<file path="src/rtl/hc_adder.sv">
// hc_adder: 16-bit Han-Carlson parallel-prefix adder with registered Sum/Cout.
// Odd bits resolve through a Kogge-Stone tree (spans 1, 2, 4, 8); even bits
// pick up their carry from the completed odd neighbour in one final grey stage.
module hc_adder (
    input  logic        clk,
    input  logic        rst,
    input  logic [15:0] A,
    input  logic [15:0] B,
    input  logic        Cin,
    output logic [15:0] Sum,
    output logic        Cout
);

    logic [15:0] w_g_bit;
    logic [15:0] w_p_bit;

    // Per-stage generate/propagate vectors; index k holds the result after stage k.
    logic [15:0] w_g0, w_p0;
    logic [15:0] w_g1, w_p1;
    logic [15:0] w_g2, w_p2;
    logic [15:0] w_g3, w_p3;
    logic [15:0] w_g4, w_p4;
    logic [15:0] w_gc;

    logic [15:0] w_sum;
    logic        w_cout;

    logic [15:0] r_sum;
    logic        r_cout;

    assign w_g_bit = A & B;
    assign w_p_bit = A ^ B;

    // Carry-in folded into bit 0 so every GC term already includes it.
    assign w_g0 = {w_g_bit[15:1], w_g_bit[0] | (w_p_bit[0] & Cin)};
    assign w_p0 = w_p_bit;

    genvar gi;
    generate
        for (gi = 0; gi < 16; gi++) begin : g_prefix
            if (gi % 2 == 1) begin : g_odd
                // Stage 1: odd bit absorbs its even neighbour.
                assign w_g1[gi] = w_g0[gi] | (w_p0[gi] & w_g0[gi-1]);
                assign w_p1[gi] = w_p0[gi] & w_p0[gi-1];

                // Stage 2: span 2 across odd bits.
                if (gi >= 2) begin : g_s2
                    assign w_g2[gi] = w_g1[gi] | (w_p1[gi] & w_g1[gi-2]);
                    assign w_p2[gi] = w_p1[gi] & w_p1[gi-2];
                end else begin : g_s2_pass
                    assign w_g2[gi] = w_g1[gi];
                    assign w_p2[gi] = w_p1[gi];
                end

                // Stage 3: span 4.
                if (gi >= 4) begin : g_s3
                    assign w_g3[gi] = w_g2[gi] | (w_p2[gi] & w_g2[gi-4]);
                    assign w_p3[gi] = w_p2[gi] & w_p2[gi-4];
                end else begin : g_s3_pass
                    assign w_g3[gi] = w_g2[gi];
                    assign w_p3[gi] = w_p2[gi];
                end

                // Stage 4: span 8.
                if (gi >= 8) begin : g_s4
                    assign w_g4[gi] = w_g3[gi] | (w_p3[gi] & w_g3[gi-8]);
                    assign w_p4[gi] = w_p3[gi] & w_p3[gi-8];
                end else begin : g_s4_pass
                    assign w_g4[gi] = w_g3[gi];
                    assign w_p4[gi] = w_p3[gi];
                end

                // Odd bits are complete after the Kogge-Stone stages.
                assign w_gc[gi] = w_g4[gi];
            end else begin : g_even
                // Even bits ride through the odd tree untouched.
                assign w_g1[gi] = w_g0[gi];
                assign w_p1[gi] = w_p0[gi];
                assign w_g2[gi] = w_g1[gi];
                assign w_p2[gi] = w_p1[gi];
                assign w_g3[gi] = w_g2[gi];
                assign w_p3[gi] = w_p2[gi];
                assign w_g4[gi] = w_g3[gi];
                assign w_p4[gi] = w_p3[gi];

                // Stage 5: grey cell with the finished odd bit below; bit 0 is already done.
                if (gi >= 2) begin : g_s5
                    assign w_gc[gi] = w_g4[gi] | (w_p4[gi] & w_gc[gi-1]);
                end else begin : g_s5_bit0
                    assign w_gc[gi] = w_g4[gi];
                end
            end
        end
    endgenerate

    assign w_sum  = w_p_bit ^ {w_gc[14:0], Cin};
    assign w_cout = w_gc[15];

    // Output register: captures the sum every edge, cleared asynchronously by rst.
    always_ff @(posedge clk or posedge rst) begin
        if (rst) begin
            r_sum  <= 16'h0000;
            r_cout <= 1'b0;
        end else begin
            r_sum  <= w_sum;
            r_cout <= w_cout;
        end
    end

    assign Sum  = r_sum;
    assign Cout = r_cout;

endmodule

</file>
<file path="config.mk">
export PLATFORM = sky130hd
export DESIGN_NAME = hc_adder
export DESIGN_NICKNAME = d
export VERILOG_FILES = /design/src/rtl/hc_adder.sv
export SDC_FILE = /design/constraint.sdc
export NUM_CORES = 1
export LEC_CHECK = 0
export ABC_AREA = 1
export BUFFER_PORTS_ARGS = -buffer_cell sky130_fd_sc_hd__buf_2
export CORE_ASPECT_RATIO = 1.5
export CORE_MARGIN = 8
export CORE_UTILIZATION = 43
export DETAILED_ROUTE_END_ITERATION = 6
export PLACE_DENSITY = 0.73
export SETUP_SLACK_MARGIN = 0.3
export SLEW_MARGIN = 20
export SYNTH_ARGS = -nofsm -noshare
export SYNTH_HDL_FRONTEND = slang
export SYNTH_SLANG_ARGS = --single-unit
</file>
<file path="constraint.sdc">
create_clock -name clk -period 0.8 [get_ports clk]
set_input_delay 0.16 -clock clk [delete_from_list [all_inputs] [get_ports clk]]
set_output_delay 0.16 -clock clk [all_outputs]
set_load 0.03 [all_outputs]
</file>
## Word level (Yosys, flattened, before mapping)

Index checks and enable logic that the tools add are counted.

- Bitwise operators: 86

Operator list:

| cell | number |
|---|---|
| AND 1 bit | 50 |
| bitwise OR 1 bit | 33 |
| XOR 16 bit | 2 |
| AND 16 bit | 1 |

- Output and inout port bits: 17
- Register bits after elaboration: 17
- Logic and storage cells: 88

## Longest topological paths before layout

- Word-level depth: 12
- Gate-level depth with buffers: 11
- Depth with buffers taken out: 11

## Worst setup path before layout

OpenSTA, ideal clock, no wires.

- Path type: input to register
- Start point: input port A[0]
- End point: register r_sum[13] (netlist: Sum[13])
- Path slack: -1,043 ps
- Stages on the path: 11
- Required time: 677 ps
- Library setup time: 123 ps
- Arrival time: 1,720 ps
- Buffers on the path: 0
- Cell sequence: inv_1 fa_1 inv_1 fa_1 nand2_1 nand2_1 nand2_2 nor2_1 nor2_1 fa_1 xnor2_1

- Longest elaborated chain between the ends: 12
- Elaborated cells between the ends (all ways): 13

Ends and longest elaborated chain:

| element | line | RTL |
|---|---|---|
| start, declared | 7 | `input logic [15:0] A,` |
| XOR 16 bit | 32 | `assign w_p_bit = A ^ B;` |
| AND 1 bit | 35 | `assign w_g0 = {w_g_bit[15:1], w_g_bit[0] \| (w_p_bit[0] & Cin)};` |
| bitwise OR 1 bit (*) | 35 |  |
| AND 1 bit (*) | 43 | `assign w_g1[gi] = w_g0[gi] \| (w_p0[gi] & w_g0[gi-1]);` |
| bitwise OR 1 bit (*) | 43 |  |
| AND 1 bit (*) | 48 | `assign w_g2[gi] = w_g1[gi] \| (w_p1[gi] & w_g1[gi-2]);` |
| bitwise OR 1 bit (*) | 48 |  |
| AND 1 bit (*) | 66 | `assign w_g4[gi] = w_g3[gi] \| (w_p3[gi] & w_g3[gi-8]);` |
| bitwise OR 1 bit (*) | 66 |  |
| AND 1 bit (*) | 88 | `assign w_gc[gi] = w_g4[gi] \| (w_p4[gi] & w_gc[gi-1]);` |
| bitwise OR 1 bit (*) | 88 |  |
| XOR 16 bit (*) | 96 | `assign w_sum = w_p_bit ^ {w_gc[14:0], Cin};` |
| named net w_sum[13] | 25 | `logic [15:0] w_sum;` |
| end signal, assigned | 105 | `r_sum <= w_sum;` |
| end, declared | 28 | `logic [15:0] r_sum;` |

The timed path passes the listed nets; every way through them passes the cells marked *.

## Worst setup path after layout

- Start point: input port B[0]
- End point: register r_sum[9] (netlist: Sum[9])

- Longest elaborated chain between the ends: 12
- Elaborated cells between the ends (all ways): 13

Ends and longest elaborated chain:

| element | line | RTL |
|---|---|---|
| start, declared | 8 | `input logic [15:0] B,` |
| XOR 16 bit | 32 |  |
| AND 1 bit | 35 |  |
| bitwise OR 1 bit (*) | 35 |  |
| AND 1 bit (*) | 43 |  |
| bitwise OR 1 bit (*) | 43 |  |
| AND 1 bit (*) | 48 |  |
| bitwise OR 1 bit (*) | 48 |  |
| AND 1 bit (*) | 57 | `assign w_g3[gi] = w_g2[gi] \| (w_p2[gi] & w_g2[gi-4]);` |
| bitwise OR 1 bit (*) | 57 |  |
| AND 1 bit (*) | 88 |  |
| bitwise OR 1 bit (*) | 88 |  |
| XOR 16 bit (*) | 96 |  |
| named net w_sum[9] | 25 |  |

Marks and branches as above.

==> results.tsv <==
stage	metric	value	unit
outcome	outcome	finished, violations left	
outcome	failing checks	hold timing, setup timing	
global_route	antenna violations before repair	0	
pwr	power per cell area	1770	nW/µm²
yosys	Post-Synthesis Cell Area	1250	µm²
run	max-cap viol count	0	
route	DRC errors left	0	
place	DP HPWL	2580	µm
cts	Worst-path clk slew	0.07	ns
cts	CTS tree	done	
global_route	number of global-route vias before repair	1320	
route	Detail Route Antenna Nets	0	
setup_path	Crit. Startpoint	B[0]	
yosys	main combinational cell family by area after synthesis	adder cells	
setup_path	Worst Setup Start Kind	input port	
timing	worst setup margin	-0.831	ns
setup_path	worst-path maximum fanout	3	
cts	TritonCTS Buffers	3	
cts	clock buffer depth	2	
pwr	clock network power share	0.195	
yosys	count leader, synth	nand2_1	
pwr	Net Sw Frac	0.370	
yosys	post-synthesis compound-gate area fraction	0.0160	
timing	final setup fails	33	
yosys	post-synthesis simple-gate area fraction	0.211	
yosys	Yosys cell types	15	
setup_path	CP Capture Type	flop	
pwr	P_int	0.00217	W
pwr	combinational fraction of design power	0.472	
timing	FMAX	0.613	GHz
route	drt wl/cell	12.8	µm
place	DP Area	1730	µm²
yosys	cell type with the largest total area after synthesis	dfrtp_1	
pwr	Sequential Power Share	0.333	
timing	Tmin final	1.63	ns
yosys	top cells by area, synth	dfrtp_1, fa_1, ha_1	
die	core area	2850	µm²
cts	H-tree depth reported by CTS	1	
yosys	syn_nets	201	
cts	clk root buf	clkbuf_8	
yosys	mean area per synthesized cell	8.77	µm²
yosys	#FFs+latches synth	17	
cells_and_area	Layout area overhead	55.9	%
die	die width	60.1	µm
cells_and_area	post-layout util	0.685	
die	I/O Pins	52	
cells_and_area	cell area after layout	1950	µm²
place	# placed instances	248	
timing	endpoints failing hold	5	
global_route	first-pass GRT wire length	5360	µm
yosys	sequential fraction of the synthesis area	0.339	
setup_path	Required @ worst endpoint	0.95	ns
route	Avg Vias per Cell	4.44	
route	Final Routed Wirelength	3240	µm
timing	Hold Slack	-0.177	ns
global_route	GR Overflow Total	0	
cells_and_area	antenna diode count	0	
yosys	Async SR Flop Fraction	1.00	
yosys	adder-cell share of the synthesized area	0.283	
die	Die Y	82.1	µm
timing	slew margin rel.	0.810	
yosys	post-synthesis xor/xnor area fraction	0.0489	
yosys	post-synth top area share	0.339	
setup_path	Critical Path End	Sum[9]	
timing	max-slew violations	0	
cells_and_area	layout cell share with drive strength beyond 1	0.563	
die	Starting Density	0.439	
yosys	Post-synth EDFFs	0	
global_route	largest net degree at the start of global routing	13	
yosys	top_reg_cell synth	dfrtp_1	
place	Port Buffers	51	
timing	RSZ-0062 raised after global routing	true	
pwr	P_sw	0.00128	W
timing	Worst Tran Pin Value	0.285	ns
pwr	worst vdd ir	1140	µV
route	Initial DRT Pass Iterations	4	
die	Die Area	4930	µm²
timing	period utilization	2.04	
place	placer congestion estimate	0.770	
yosys	warnings from Yosys	0	
min_path	worst hold path type	in2async	
cells_and_area	Post-Layout Cell Count	254	
yosys	Post-Syn Instances	143	
setup_path	WS Path Type	in2reg	
cts	TritonCTS Sinks	17	
pwr	Leakage Power	1.06	nW
yosys	multiplexer share of the synthesized area	0	
route	vias post-DR	1127	
cells_and_area	nets	274	
yosys	top post-synthesis cells by count	nand2_1, inv_1, dfrtp_1	
route	initial drt markers	24	
global_route	GRT Total Usage	0.144	
die	Site Rows	24	
setup_path	Critical Path AT	1.78	ns
## final cells by class
| type | count | area [µm²] |
|---|---|---|
| Multi-Input combinational cell | 92 | 749 |
| Fill cell | 221 | 898 |
| Timing Repair Buffer | 68 | 528 |
| Sequential cell | 17 | 445 |
| Clock buffer | 4 | 45.0 |
| Tap cell | 39 | 48.8 |
| Inverter | 34 | 138 |
## power by group through the flow
stage	combinational [W]	clock, W	sequential, W
floorplan	0.000461	0	0.00151
global placement	0.00130	0	0.00111
detailed placement	0.00136	0	0.00112
CTS	0.00160	0.000679	0.00115
global route	0.00177	0.000707	0.00118
finish	0.00163	0.000672	0.00115
## cells in the final DEF (no fill, tap or decap)
cell      count
buf_2        31
nand2_1      30
inv_1        28
buf_6        22
dfrtp_2      16
nand2_2      14
ha_1         14
buf_4        14
fa_2          9
nor2_1        7
a21oi_1       4
inv_2         4
xor2_1        4
xnor2_1       3
clkbuf_8      3
nor2_2        2
and2_1        2
dfrtp_1       1
nand3b_4      1
or2_4         1
nand3_2       1
inv_4         1
inv_8         1
clkbuf_1      1
buf_12        1
## metal layers
metal,vias up,GRT usage,share of wire
met3,9,0.0202,0.069
met2,39,0.265,0.55
met4,0,0.110,0.036
li1,560,-,-
met1,519,0.140,0.34
met5,-,0,0
## worst min-delay path by stage
stage / startpoint / end / cells after the start
after CTS: rst / Sum[4] / 2
after detailed placement: rst / Sum[2] / 2
after floorplan: rst / Sum[12] / 1
after global placement: rst / Sum[2] / 2
after global routing: rst / Sum[3] / 2
final: rst / Sum[4] / 2
## worst max-delay path, stage by stage
cell	delay, ns
buf_6	0.09
inv_2	0.05
fa_2	0.19
inv_2	0.04
fa_2	0.37
nand2_2	0.08
nand2_2	0.06
buf_4	0.13
nand3_2	0.06
nand2_2	0.07
fa_2	0.34
xor2_1	0.15
## sequential cells by signal (all words and copies together) (netlist names)
signal,flops
Sum,16
Cout,1
## repair_timing
item,4_1_cts,5_1_grt
pin swaps,11,4
buffers inserted,1,1
resized for setup,40,12
endpoints found under the setup margin,34,34
endpoints found under the hold margin,5,5
## cell families after synthesis
family,after synthesis
AOI/OAI and AO/OA,4
xor gates and xnor gates,7
adders and majority gates,23
buffers and inverters,34
DFF,17
and+or+nand+nor,58
## stage by stage
step	worst slack, ns	total power [W]	TNS, ns
6_report	-0.831	0.00345	-14.15
3_5_place_dp	-1.19	0.00247	-16.91
2_1_floorplan	-0.997	0.00197	-12.43
4_1_cts	-0.822	0.00342	-13.95
5_1_grt	-0.894	0.00365	-15.45
3_3_place_gp	-1.15	0.00241	-16.28
(Power assumes the default switching activity.)
